==> src/rtl/box_plotter.sv <==
// box_plotter: rasterises one BOX_W x BOX_H rectangle per start request into a
// VGA pixel-write port. It presents one pixel per clock in raster order, and the
// rectangle is either filled or drawn as an outline only.
module box_plotter #(
    parameter int BOX_W = 8,
    parameter int BOX_H = 7
) (
    input  logic       clock,
    input  logic       reset,
    input  logic       start,
    input  logic [7:0] x_in,
    input  logic [7:0] y_in,
    input  logic [2:0] colour_in,
    input  logic       draw_full,
    output logic [7:0] vga_x,
    output logic [7:0] vga_y,
    output logic [2:0] vga_colour,
    output logic       plot,
    output logic       busy,
    output logic       done
);

    typedef enum logic [1:0] {
        S_IDLE = 2'd0,
        S_DRAW = 2'd1,
        S_DONE = 2'd2
    } state_t;

    localparam logic [3:0] CX_LAST = 4'(BOX_W - 1);
    localparam logic [3:0] CY_LAST = 4'(BOX_H - 1);

    // A pixel is on the outline when it sits in the first/last column or row.
    function automatic logic on_border(input logic [3:0] cx, input logic [3:0] cy);
        return (cx == 4'd0) || (cx == CX_LAST) || (cy == 4'd0) || (cy == CY_LAST);
    endfunction

    state_t     state_q, state_d;
    logic [3:0] cx_q, cx_d, cy_q, cy_d;
    logic [7:0] base_x_q, base_x_d, base_y_q, base_y_d;
    logic [2:0] colour_q, colour_d;
    logic       fill_q, fill_d;
    logic [7:0] vga_x_q, vga_x_d, vga_y_q, vga_y_d;
    logic [2:0] vga_colour_q, vga_colour_d;
    logic       plot_q, plot_d, busy_q, busy_d, done_q, done_d;
    logic [3:0] ncx_s, ncy_s;

    // Next-state logic. The outputs are computed one cycle ahead, so the
    // registered pixel always matches the counter value held in cx_q/cy_q.
    always_comb begin
        state_d      = state_q;
        cx_d         = cx_q;
        cy_d         = cy_q;
        base_x_d     = base_x_q;
        base_y_d     = base_y_q;
        colour_d     = colour_q;
        fill_d       = fill_q;
        vga_x_d      = vga_x_q;
        vga_y_d      = vga_y_q;
        vga_colour_d = vga_colour_q;
        plot_d       = plot_q;
        busy_d       = busy_q;
        done_d       = done_q;
        ncx_s        = 4'd0;
        ncy_s        = 4'd0;
        case (state_q)
            S_IDLE: begin
                if (start) begin
                    state_d      = S_DRAW;
                    base_x_d     = x_in;
                    base_y_d     = y_in;
                    colour_d     = colour_in;
                    fill_d       = draw_full;
                    cx_d         = 4'd0;
                    cy_d         = 4'd0;
                    vga_x_d      = x_in;
                    vga_y_d      = y_in;
                    vga_colour_d = colour_in;
                    // The top-left corner is always on the border.
                    plot_d       = 1'b1;
                    busy_d       = 1'b1;
                    done_d       = 1'b0;
                end else begin
                    plot_d = 1'b0;
                    busy_d = 1'b0;
                    done_d = 1'b0;
                end
            end
            S_DRAW: begin
                if ((cx_q == CX_LAST) && (cy_q == CY_LAST)) begin
                    state_d = S_DONE;
                    plot_d  = 1'b0;
                    busy_d  = 1'b1;
                    done_d  = 1'b1;
                end else begin
                    if (cx_q == CX_LAST) begin
                        ncx_s = 4'd0;
                        ncy_s = cy_q + 4'd1;
                    end else begin
                        ncx_s = cx_q + 4'd1;
                        ncy_s = cy_q;
                    end
                    cx_d    = ncx_s;
                    cy_d    = ncy_s;
                    // 8-bit sums wrap modulo 256 by design.
                    vga_x_d = base_x_q + {4'd0, ncx_s};
                    vga_y_d = base_y_q + {4'd0, ncy_s};
                    plot_d  = fill_q | on_border(ncx_s, ncy_s);
                    busy_d  = 1'b1;
                    done_d  = 1'b0;
                end
            end
            S_DONE: begin
                state_d = S_IDLE;
                plot_d  = 1'b0;
                busy_d  = 1'b0;
                done_d  = 1'b0;
            end
            default: begin
                state_d = S_IDLE;
                plot_d  = 1'b0;
                busy_d  = 1'b0;
                done_d  = 1'b0;
            end
        endcase
    end

    // State and output registers; reset clears everything and overrides start.
    always_ff @(posedge clock or posedge reset) begin
        if (reset) begin
            state_q      <= S_IDLE;
            cx_q         <= 4'd0;
            cy_q         <= 4'd0;
            base_x_q     <= 8'd0;
            base_y_q     <= 8'd0;
            colour_q     <= 3'd0;
            fill_q       <= 1'b0;
            vga_x_q      <= 8'd0;
            vga_y_q      <= 8'd0;
            vga_colour_q <= 3'd0;
            plot_q       <= 1'b0;
            busy_q       <= 1'b0;
            done_q       <= 1'b0;
        end else begin
            state_q      <= state_d;
            cx_q         <= cx_d;
            cy_q         <= cy_d;
            base_x_q     <= base_x_d;
            base_y_q     <= base_y_d;
            colour_q     <= colour_d;
            fill_q       <= fill_d;
            vga_x_q      <= vga_x_d;
            vga_y_q      <= vga_y_d;
            vga_colour_q <= vga_colour_d;
            plot_q       <= plot_d;
            busy_q       <= busy_d;
            done_q       <= done_d;
        end
    end

    assign vga_x      = vga_x_q;
    assign vga_y      = vga_y_q;
    assign vga_colour = vga_colour_q;
    assign plot       = plot_q;
    assign busy       = busy_q;
    assign done       = done_q;

endmodule

==> config.mk <==
export PLATFORM = sky130hd
export DESIGN_NAME = box_plotter
export DESIGN_NICKNAME = d
export VERILOG_FILES = /design/src/rtl/box_plotter.sv
export SDC_FILE = /design/constraint.sdc
export NUM_CORES = 1
export LEC_CHECK = 0
export CAP_MARGIN = 20
export CORE_UTILIZATION = 59
export CTS_BUF_LIST = sky130_fd_sc_hd__clkbuf_8
export DETAILED_ROUTE_END_ITERATION = 8
export GPL_ROUTABILITY_DRIVEN = 1
export HOLD_SLACK_MARGIN = 0.12
export PLACE_DENSITY = 0.91
export SLEW_MARGIN = 20
export SYNTH_ARGS = -nofsm -noshare
export SYNTH_HDL_FRONTEND = slang
export SYNTH_SLANG_ARGS = --single-unit
==> constraint.sdc <==
create_clock -name clock -period 6 [get_ports clock]
set_clock_uncertainty 0.1 [all_clocks]
set_input_delay 1.2 -clock clock [delete_from_list [all_inputs] [get_ports clock]]
set_output_delay 1.2 -clock clock [all_outputs]
set_load 0.01 [all_outputs]
Yosys cells after proc, flatten, opt, wreduce, memory -nomap -nowiden. Index checks and enable logic that the tools add are counted.

Input port bits: 23. Register bits after elaboration: 49. Word-level logic and storage cells: 62. Output and inout port bits: 22.

Equality and inequality tests: 8. Reduce and logical (&&, ||, !) cells: 11. Bitwise gates (word level): 1. Add/sub/neg operators: 4. Multiplexer cells: 26.

Operator list (count): $mux W4 (9); $mux W8 (4); $pmux W8 S2 (2); $add A8 B4 Y8 (2); $eq A4 B3 Y1 const B (4); $pmux W4 S2 (2); $add A4 B1 Y4 const B (2); $logic_not A4 Y1 (2); $ne A2 B2 Y1 const B (3); $mux W1 (4); $mux W2 (2); $pmux W1 S2 (2); $pmux W2 S2 (1); $reduce_and A2 Y1 (2); $logic_or A1 B1 Y1 (3); $reduce_and A3 Y1 (1); $eq A2 B1 Y1 const B (1); $logic_not A2 Y1 (1); $reduce_bool A2 Y1 (1); $logic_and A1 B1 Y1 (1); $or A1 B1 Y1 (1).

Longest topological paths before layout. Gate-level depths: netlist of run 1.

Depth after elaboration: 11. Gate-level depth with buffers: 12. Mapped depth without buffers: 11.

Worst setup path before layout of run 1. No wires, ideal clock.

Path kind: flip-flop to flip-flop. From: register cx_q[1]. To: register vga_y_q[6], in the netlist vga_y[6]. Arrival time: 2526 ps. Stages on the path, launching flop included: 13. Buffers on the path: 1. Clock period less this slack: 2722 ps. Setup time: 95 ps. Setup slack: 3278 ps. Cells stage by stage: dfrtp_1 -> ha_1 -> and3b_1 -> buf_2 -> nand2_1 -> o21ai_0 -> inv_1 -> fa_1 -> a211o_1 -> o2111ai_1 -> xnor2_1 -> nor2_1 -> o31ai_1.

Cells in the longest elaborated chain, start to end: 7.

RTL lines: from (decl) (line 38) `logic [3:0] cx_q, cx_d, cy_q, cy_d;`; from (signal assigned) (line 131) `cx_q <= 4'd0;`; from (signal assigned) (line 145) `cx_q <= cx_d;`; $eq A4 B3 Y1 (*) (line 89, 95); $mux W4 (line 95) `if (cx_q == CX_LAST) begin`; $mux W4 (line 89) `if ((cx_q == CX_LAST) && (cy_q == CY_LAST)) begin`; $mux W4 (line 65) `case (state_q)`; $add A8 B4 Y8 (line 106) `vga_y_d = base_y_q + {4'd0, ncy_s};`; $mux W8 (line 89); $pmux W8 S2 (line 65); to (signal assigned) (line 152) `vga_y_q <= vga_y_d;`; to (decl) (line 42) `logic [7:0] vga_x_q, vga_x_d, vga_y_q, vga_y_d;`.

Mark *: on every way between the ends. The rest lies on a longest branch, timed or not. The select of a mux whose other input is x is not followed. A chain may end at the register's enable or synchronous reset.

Worst setup path in the final report of run 1.
From: register cx_q[1]. To: register vga_y_q[5], in the netlist vga_y[5].

The elaborated chain is that of the path after synthesis.

==> impl_metrics.yaml, run 1 <==
run_status:
  status: "finished clean"
yosys:
  synth_edf_count: 0
  yosys-top-cells-area: "dfrtp_1 45%, ha_1 5.6%, mux2_4 5.6%"
  synth_most_common_cell: "dfrtp_1"
  ys_ff_latch: 49
  synth.net_count: 285
  synthCells: 248
  synth_warnings: 0
  synth-main-ff-cell: "dfrtp_1"
  synth_top_area_share_pct: 45.3
  synth_top_area_cell: "dfrtp_1"
  synth_common_cells: "49 x dfrtp_1, 23 x nand2_1, 15 x o21ai_0"
  syn_avg_cell_area_um2: 10.9
  yosysUniqueCellTypes: 49
  yosysSeqAreaShare_pct: 45.3
  synth_async_sr_flop_share_pct: 100
  synthesis.area_mm2: 0.00271
sta:
  finalSetupViolations: 0
  grt_setup_unrepaired: "no"
  finalSetupTns_ns: 0
  worst_pin_slew_ns: 0.834
  max_freq_ghz: 0.311
  timing.final.crit_share_pct: 53.6
  finalHoldViolCount: 0
  slew_headroom_pct: 44.3
  fin_crit_ns: 3.22
  drv_slew: 0
global_routing:
  grt_pass1_wl_mm: 9.49
  grt_remaining_overflow: 0
  antenna_found_initial: 0
  grt_pass1_vias: 2048
  grt_max_degree: 50
  track_usage_pct: 24.7
placement:
  placed_area_mm2: 0.00314
  portBuffers: 44
  dp.cells: 334
  gp_congestion: 0.825
  dp_hpwl_mm: 3.66
routing:
  drt.antenna.violating_nets: 0
  vias: 1970
  wl_per_cell_um: 16.0
  dr.pass1.iters: 4
  drt_iter0_markers: 126
  drc_errors: 0
  drt_wl_total_mm: 5.46
  vias_per_cell: 5.76
worst_setup_path:
  cp_max_fo: 13
  cpMaxStageDelayCell: "and3b_1"
  crit_path_end_kind: "flip-flop"
  crit_arrival_ns: 3.32
  crit_type: "flip-flop to flip-flop"
  path_common_cell: "ha_1"
  cp-start-kind: "flip-flop"
  crit_family: "compound AO/OA/AOI/OAI gates"
  crit_required_ns: 6.10
  worstPathCellList: "ha_1 > and3b_1 > nand2_1 > xor2_1 > inv_1 > ha_1 > a211o_1 > o211ai_1 > a21boi_0 > xnor2_1 > o31ai_1"
  cpPeakStageDelay_ns: 0.47
  cp.buffers_inverters: 1
final_layout:
  fin_area_mm2: 0.00323
  layout-drive-gt1-share_pct: 10.7
  nets: 326
  n_antenna_cell: 0
  area_growth_pct: 19.2
  layout.cells.non_filler: 342
floorplan:
  dieArea_mm2: 0.00486
  rows: 24
  pin_count: 45
  chipWidth_um: 69.7
  core-area_mm2: 0.00438
  start_util_pct: 61.7
  die_h_um: 69.7
power:
  ir_drop_v: 0.000277
  p_leak_uw: 0.00141
  power_uw: 1820
  p_per_area_mw_per_mm2: 565
min_path:
  min_path_type: "flip-flop to flip-flop"
cts:
  path_clk_slew_ns: 0.09
  cts_tree: "built"
  clk_latency_ns: 0.30
  ctsResizeCount: 0
  cts_sinks: 49
  cts-htree-levels: 2
  cts_setup_buffers: 0
  cts_buffers: 5
  hold_buffers: 0
  cts_max_path_buffers: 2
  root_buffer: "clkbuf_8"
job:
  max_cap_viol_count: 0
==> final cells by class <==
cell class / count / area [um^2]
Multi-Input combinational cell: 173 / 1340
Sequential cell: 49 / 1230
Fill cell: 309 / 1160
Timing Repair Buffer: 46 / 455
Clock buffer: 5 / 68.8
Tap cell: 52 / 65.1
Inverter: 14 / 53.8
Clock inverter: 3 / 13.8
==> final timing paths <==
path	end	slack, ns	from	cells past startpoint
min in group asynchronous	base_y_q[7]$_DFFE_PP0P_	1.25	reset	2
max	vga_y[5]$_DFFE_PP0P_	2.78	cx_q[1]$_DFFE_PP0P_	11
min	vga_x[0]$_DFFE_PP0P_	0.38	vga_x[0]$_DFFE_PP0P_	2
max in group asynchronous	base_y_q[0]$_DFFE_PP0P_	4.05	reset	2
min reg2reg	vga_x[0]$_DFFE_PP0P_	0.38	vga_x[0]$_DFFE_PP0P_	2
max reg2reg	vga_y[5]$_DFFE_PP0P_	2.78	cx_q[1]$_DFFE_PP0P_	11
==> report_power, final <==
part           switching [uW]  internal [uW]
logic                     470            535
clock network             107           79.3
registers                 135            497
total                     712           1110
==> registers in the layout, indices dropped and copies added, names as in the netlist, 2 cells and up <==
signal	count
base_y_q	8
base_x_q	8
state_q	2
cx_q	4
cy_q	4
vga_y	8
vga_colour	3
vga_x	8
==> logic make-up (layout without fill, tap and decap cells) <==
kind of cell / count (synthesis) / count (layout) / share of synthesized area [%]
AO/OA/AOI/OAI: 67 / 67 / 17.3
XOR/XNOR: 12 / 12 / 3.89
adder cells (fa/ha/maj): 15 / 15 / 7.40
buffers and inverters: 26 / 68 / 5.04
flip-flops: 49 / 49 / 45.3
multiplexers: 24 / 24 / 11.2
AND/OR/NAND/NOR: 55 / 55 / 9.90
==> worst min-delay path: cells and delay by family (launching register included) <==
kind               cells  cell delay (ns)
and+or+nand+nor        1             0.04
DFF                    1             0.35
AOI/OAI and AO/OA      1             0.06
==> layer usage <==
metal  share of wire [%]  up-vias  global-route usage, %
met5                   0        -                      0
met4                 1.0        0                   7.11
met3                 4.4        5                   6.10
met2                  49       46                   41.4
met1                  46      950                   32.0
li1                    -      969                      -
==> stage by stage <==
stage	setup WS (ns)	util, %	hold WS [ns]
after floorplan	3.28	-	0.379
after CTS	2.77	73.5	0.390
after detailed placement	2.75	71.7	0.371
after global placement	2.78	71.7	0.365
final	2.78	73.6	0.382
after global routing	2.48	73.6	0.432
==> cell usage in the layout (no fill, tap or decap), types with 3 or more instances in the layout <==
cell             synthesis  layout
dfrtp_1                 49      49
mux2i_1                  4       4
clkdlybuf4s50_1          0      44
a21o_1                   4       4
mux2_4                  10      10
nor2_1                  12      12
mux2_1                   3       3
xor2_1                   6       6
nand3_1                  5       5
a31oi_1                  3       3
nand2b_1                 3       3
clkbuf_8                 0       5
a21oi_1                 10      10
mux2_2                   7       7
nor3_1                   3       3
o31ai_1                  8       8
nand2_1                 23      23
o21ai_0                 15      15
inv_1                   13      13
o211ai_1                 3       3
a211o_1                  3       3
a22oi_1                  5       5
ha_1                    12      12
clkinv_2                 0       3
xnor2_1                  6       6
(Power assumes the default switching activity.)
==> inputs of run 2 (changes only) <==
- CORE_UTILIZATION: 59 -> 50
- PLACE_DENSITY: 0.91 -> 0.83
- clock period: 6 -> 2.8 ns (I/O delays scaled with it)
==> run 2 against run 1 <==
Net effect: first-iteration DRC count down 8.7%; register-to-register slack lost 2.6 ns; sequential share of layout area fell by 1.9 points; via count increased by 4.0%; final area up 5.2%; setup slack lost 2.6 ns; power is 130% higher; combinational power increased by 120%; routed wire length rose by 0.15%; clock-buffer cell count is 1 higher; critical endpoint is now vga_y[6]$_DFFE_PP0P_; highest routed layer unchanged.
==> impl_metrics.yaml, run 2 (synthesis gave the netlist of run 1 again) <==
power:
  p_per_area_mw_per_mm2: 1220
  ir_drop_v: 0.000469
  p_leak_uw: 0.00148
  power_uw: 4130
final_layout:
  mostFrequentLayoutCells: "49 x dfrtp_1, 44 x clkdlybuf4s50_1, 23 x nand2_1"
  layout.cells.non_filler: 371
  final_util_pct: 65.6
  area_growth_pct: 25.4
  final_common_cell: "dfrtp_1"
  layout-drive-gt1-share_pct: 15.3
  nets: 337
  n_antenna_cell: 0
worst_setup_path:
  cpPeakStageDelay_ns: 0.43
  cpMaxStageDelayCell: "fa_1"
  crit_type: "flip-flop to flip-flop"
  cp.buffers_inverters: 0
  crit_family: "adder cells"
  crit_path_end_kind: "flip-flop"
  worstPathCellList: "ha_1 > and3b_2 > xnor2_1 > ha_1 > fa_1 > a211o_1 > o2111ai_1 > xnor2_1 > nor2_1 > o31ai_1"
  crit_arrival_ns: 2.78
  crit_required_ns: 2.92
  cp-start-kind: "flip-flop"
  cp_max_fo: 5
  r2r_setup_slack_ns: 0.14
cts:
  cts-htree-levels: 2
  path_clk_slew_ns: 0.09
  cts_sinks: 49
  cts_max_path_buffers: 2
  cts_tree: "built"
  cts_buffers: 5
  root_buffer: "clkbuf_8"
  clk_latency_ns: 0.31
placement:
  portBuffers: 44
  dp_hpwl_mm: 3.79
  dp.cells: 361
  gp_congestion: 0.846
floorplan:
  chipWidth_um: 75.6
  die_h_um: 75.6
  rows: 26
  start_util_pct: 52.3
  pin_count: 45
  dieArea_mm2: 0.00571
  core-area_mm2: 0.00517
sta:
  timing.final.crit_share_pct: 95.0
  finalSetupViolations: 0
  grt_setup_unrepaired: "yes"
  fin_crit_ns: 2.66
  finalHoldViolCount: 0
  worst_pin_slew_ns: 0.732
  slew_headroom_pct: 51.2
  max_freq_ghz: 0.376
  drv_slew: 0
routing:
  drc_errors: 0
  vias_per_cell: 5.52
  drt_iter0_markers: 115
  vias: 2049
  drt_wl_total_mm: 5.46
  drt.antenna.violating_nets: 0
  dr.pass1.iters: 5
  wl_per_cell_um: 14.7
global_routing:
  grt_remaining_overflow: 0
  antenna_found_initial: 0
  grt_pass1_vias: 1937
  grt_pass1_wl_mm: 9.15
  grt_max_degree: 30
  track_usage_pct: 22.0
min_path:
  min_path_type: "flip-flop to flip-flop"
run_status:
  status: "finished clean"
job:
  max_cap_viol_count: 0
run 2: changes by cell type in the layout (fill, tap and decap cells not counted), sizes merged:
cell / before / now
and3b: 2 / 3
bufinv: 0 / 1
clkinv: 4 / 1
buf: 2 / 12
clkinvlp: 0 / 1
clkbuf: 5 / 6
run 2: power breakdown:
part	switching, uW	total (uW)	internal, uW
logic	1020	2240	1220
registers	287	1350	1060
clock network	245	536	291
total	1550	4130	2570
run 2: worst paths after layout:
check	from	end	cells past startpoint
worst max-delay path	cx_q[0]$_DFFE_PP0P_	vga_y[6]$_DFFE_PP0P_	10
worst min-delay path	vga_y[1]$_DFFE_PP0P_	vga_y[1]$_DFFE_PP0P_	2
worst max register to register	cx_q[0]$_DFFE_PP0P_	vga_y[6]$_DFFE_PP0P_	10
worst min register to register	vga_y[1]$_DFFE_PP0P_	vga_y[1]$_DFFE_PP0P_	2
max in group asynchronous	reset	base_y_q[1]$_DFFE_PP0P_	3
min in group asynchronous	reset	vga_colour[2]$_DFFE_PP0P_	2
run 2: metrics by stage:
step	worst slack [ns]	area, um^2	hold slack (ns)	setup TNS [ns]
2_1_floorplan	0.0782	2710	0.379	0
3_3_place_gp	0.185	3240	0.362	0
3_5_place_dp	0.0583	3240	0.371	0
4_1_cts	0.0181	3360	0.391	0
5_1_grt	-0.00800	3390	0.422	-0.00822
6_report	0.140	3390	0.381	0
run 2: area by class of cell:
cell class,count,area (um^2)
fill,383,1780
multi-input combinational,174,1360
sequential,49,1230
timing repair buffer,56,543
tap,70,87.6
clock buffer,6,82.6
inverter,14,52.6
clock inverter,2,37.5
run 2: layer usage:
layer | share of wire [%] | global-route usage [%] | wire (um) | vias to the layer above
li1 | - | - | - | 1002
met1 | 47 | 30.7 | 2550 | 981
met2 | 47 | 33.1 | 2550 | 58
met3 | 4.8 | 4.50 | 261 | 8
met4 | 1.8 | 10.3 | 98 | 0
met5 | 0 | 0 | 0 | -
run 2: what timing repair did:
action / in CTS / in global routing
endpoints found under the setup margin: 0 / 6
endpoints found under the hold margin: 0 / 0
setup buffers: 0 / 1
gates resized for setup: 0 / 6
hold buffers: 0 / 0
run 2: worst register-to-register path: stages, from the launching register on:
cell	delay [ns]
dfrtp_1	0.42
ha_1	0.23
and3b_2	0.26
xnor2_1	0.14
ha_1	0.22
fa_1	0.43
a211o_1	0.28
o2111ai_1	0.11
xnor2_1	0.15
nor2_1	0.05
o31ai_1	0.18
==> inputs of run 3 (changes only) <==
- CORE_UTILIZATION: 50 -> 55
- PLACE_DENSITY: 0.83 -> 0.86
- clock period: 2.8 -> 2.76 ns (I/O delays scaled with it)
==> run 3 against run 2 <==
Net effect: sequential share of layout area down 0.76 points; setup slack worse by 0.035 ns; largest power group unchanged; register-to-register slack worse by 0.04 ns; highest routed layer unchanged; combinational power grew 9.4%.
==> impl_metrics.yaml, run 3 (synthesis gave the netlist of run 1 again) <==
run_status:
  status: "finished clean"
worst_setup_path:
  crit_required_ns: 2.91
  cp.buffers_inverters: 2
  crit_arrival_ns: 2.81
  crit_type: "flip-flop to flip-flop"
  r2r_setup_slack_ns: 0.10
  worstPathCellList: "ha_1 > and3b_2 > buf_4 > nand4_1 > xnor2_1 > ha_1 > o211ai_1 > buf_4 > o41ai_1 > o22a_1"
  crit_path_end_kind: "flip-flop"
  cp-endpoint: "vga_y[7]$_DFFE_PP0P_"
  timing.rr.end: "vga_y[7]$_DFFE_PP0P_"
  crit_family: "compound AO/OA/AOI/OAI gates"
  worstReg2RegStart: "cx_q[1]$_DFFE_PP0P_"
  cpMaxStageDelayCell: "dfrtp_1"
  cp_max_fo: 7
  path_depth: 10
  cp-start-kind: "flip-flop"
  r2r_cells: 10
  cpPeakStageDelay_ns: 0.38
  crit_start: "cx_q[1]$_DFFE_PP0P_"
routing:
  drt.antenna.violating_nets: 0
  drc_errors: 0
  wl_per_cell_um: 15.9
  vias_per_cell: 5.68
  drt_iter0_markers: 191
  drt_wl_total_mm: 5.94
  vias: 2126
  dr.pass1.iters: 4
floorplan:
  start_util_pct: 57.3
  pin_count: 45
  dieArea_mm2: 0.00520
  chipWidth_um: 72.1
  core-area_mm2: 0.00472
  die_h_um: 72.1
  rows: 25
placement:
  dp.cells: 359
  dp_hpwl_mm: 3.98
  portBuffers: 44
  gp_congestion: 0.859
cts:
  root_buffer: "clkbuf_8"
  cts-htree-levels: 2
  clk_latency_ns: 0.30
  cts_tree: "built"
  cts_max_path_buffers: 2
  path_clk_slew_ns: 0.09
  hold_buffers: 0
  cts_sinks: 49
  cts_buffers: 5
power:
  p_per_area_mw_per_mm2: 1280
  p_leak_uw: 0.00152
  power_uw: 4420
  ir_drop_v: 0.000768
sta:
  fin_crit_ns: 2.66
  timing.final.crit_share_pct: 96.2
  drv_slew: 0
  finalSetupViolations: 0
  max_freq_ghz: 0.377
  finalSetupTns_ns: 0
  grt_setup_unrepaired: "yes"
  slew_headroom_pct: 51.4
  finalHoldViolCount: 0
  holdWs_ns: 0.383
  worst_pin_slew_ns: 0.727
final_layout:
  n_antenna_cell: 0
  layout-drive-gt1-share_pct: 18.6
  area_growth_pct: 28.1
  nets: 343
  final_util_pct: 73.4
  final_common_cell: "dfrtp_1"
  layout.cells.non_filler: 374
  mostFrequentLayoutCells: "49 x dfrtp_1, 44 x clkdlybuf4s50_1, 23 x nand2_1"
  fill_cells: 306
global_routing:
  grt_pass1_wl_mm: 9.73
  track_usage_pct: 24.6
  antenna_found_initial: 0
  grt_max_degree: 37
  grt_remaining_overflow: 0
  grt_pass1_vias: 2003
job:
  max_cap_viol_count: 0
min_path:
  min_path_type: "flip-flop to flip-flop"
[run 3: cell count changes in the layout (fill, tap and decap cells not counted), sizes merged]
cell	delta
and3b	-1
buf	+7
bufinv	+1
clkbuf	-1
clkinv	+1
clkinvlp	-1
[run 3: repair_timing]
| action | in CTS | in global routing |
|---|---|---|
| buffers inserted | 0 | 7 |
| hold endpoints to repair | 0 | 0 |
| pin swaps | 0 | 4 |
| gates resized for setup | 1 | 9 |
| cloned | 0 | 0 |
| setup endpoints to repair | 1 | 6 |
[run 3: layout make-up]
| cell class | instances | area [um^2] | share of cell area (%) |
|---|---|---|---|
| clock buffers | 5 | 68.8 | 1.99 |
| well taps | 67 | 83.8 | 2.42 |
| multi-input cells | 173 | 1370 | 39.6 |
| inverters | 14 | 52.6 | 1.52 |
| clock inverters | 3 | 65.1 | 1.88 |
| repair buffers | 63 | 596 | 17.2 |
| flip-flops and latches | 49 | 1230 | 35.4 |
[run 3: worst min path at each step]
stage,endpoint,start,depth (start not counted)
after floorplan,fill_q$_DFFE_PP0P_,fill_q$_DFFE_PP0P_,1
after global placement,vga_y[1]$_DFFE_PP0P_,vga_y[1]$_DFFE_PP0P_,2
after detailed placement,vga_x[6]$_DFFE_PP0P_,vga_x[6]$_DFFE_PP0P_,2
after CTS,vga_y[1]$_DFFE_PP0P_,vga_y[1]$_DFFE_PP0P_,2
after global routing,vga_y[0]$_DFFE_PP0P_,vga_y[0]$_DFFE_PP0P_,2
final,vga_y[1]$_DFFE_PP0P_,vga_y[1]$_DFFE_PP0P_,2
[run 3: per-layer routing]
layer | global-route usage, % | wire, um | part of all wire (%) | vias up
met1 | 35.6 | 2730 | 46 | 1047
met3 | 3.06 | 253 | 4.3 | 7
met2 | 37.9 | 2870 | 48 | 73
met5 | 0 | 0 | 0 | -
met4 | 9.80 | 86 | 1.4 | 0
li1 | - | - | - | 999
[run 3: where the power goes]
part | internal, uW | switching (uW) | total, uW
logic | 1320 | 1130 | 2450
registers | 1080 | 293 | 1370
clock network | 360 | 241 | 601
total | 2760 | 1660 | 4420
[run 3: worst register-to-register path: stages, from the launching register on]
cell and delay, ns:
dfrtp_1 0.38, ha_1 0.18, and3b_2 0.29, buf_4 0.17
nand4_1 0.14, xnor2_1 0.17, ha_1 0.34, o211ai_1 0.17
buf_4 0.18, o41ai_1 0.32, o22a_1 0.16
[run 3: metrics by stage]
stage	setup WS, ns	area, um^2
finish	0.104	3470
global route	-0.0512	3470
floorplan	0.0382	2710
CTS	0.0327	3380
global placement	0.148	3250
detailed placement	0.0466	3250
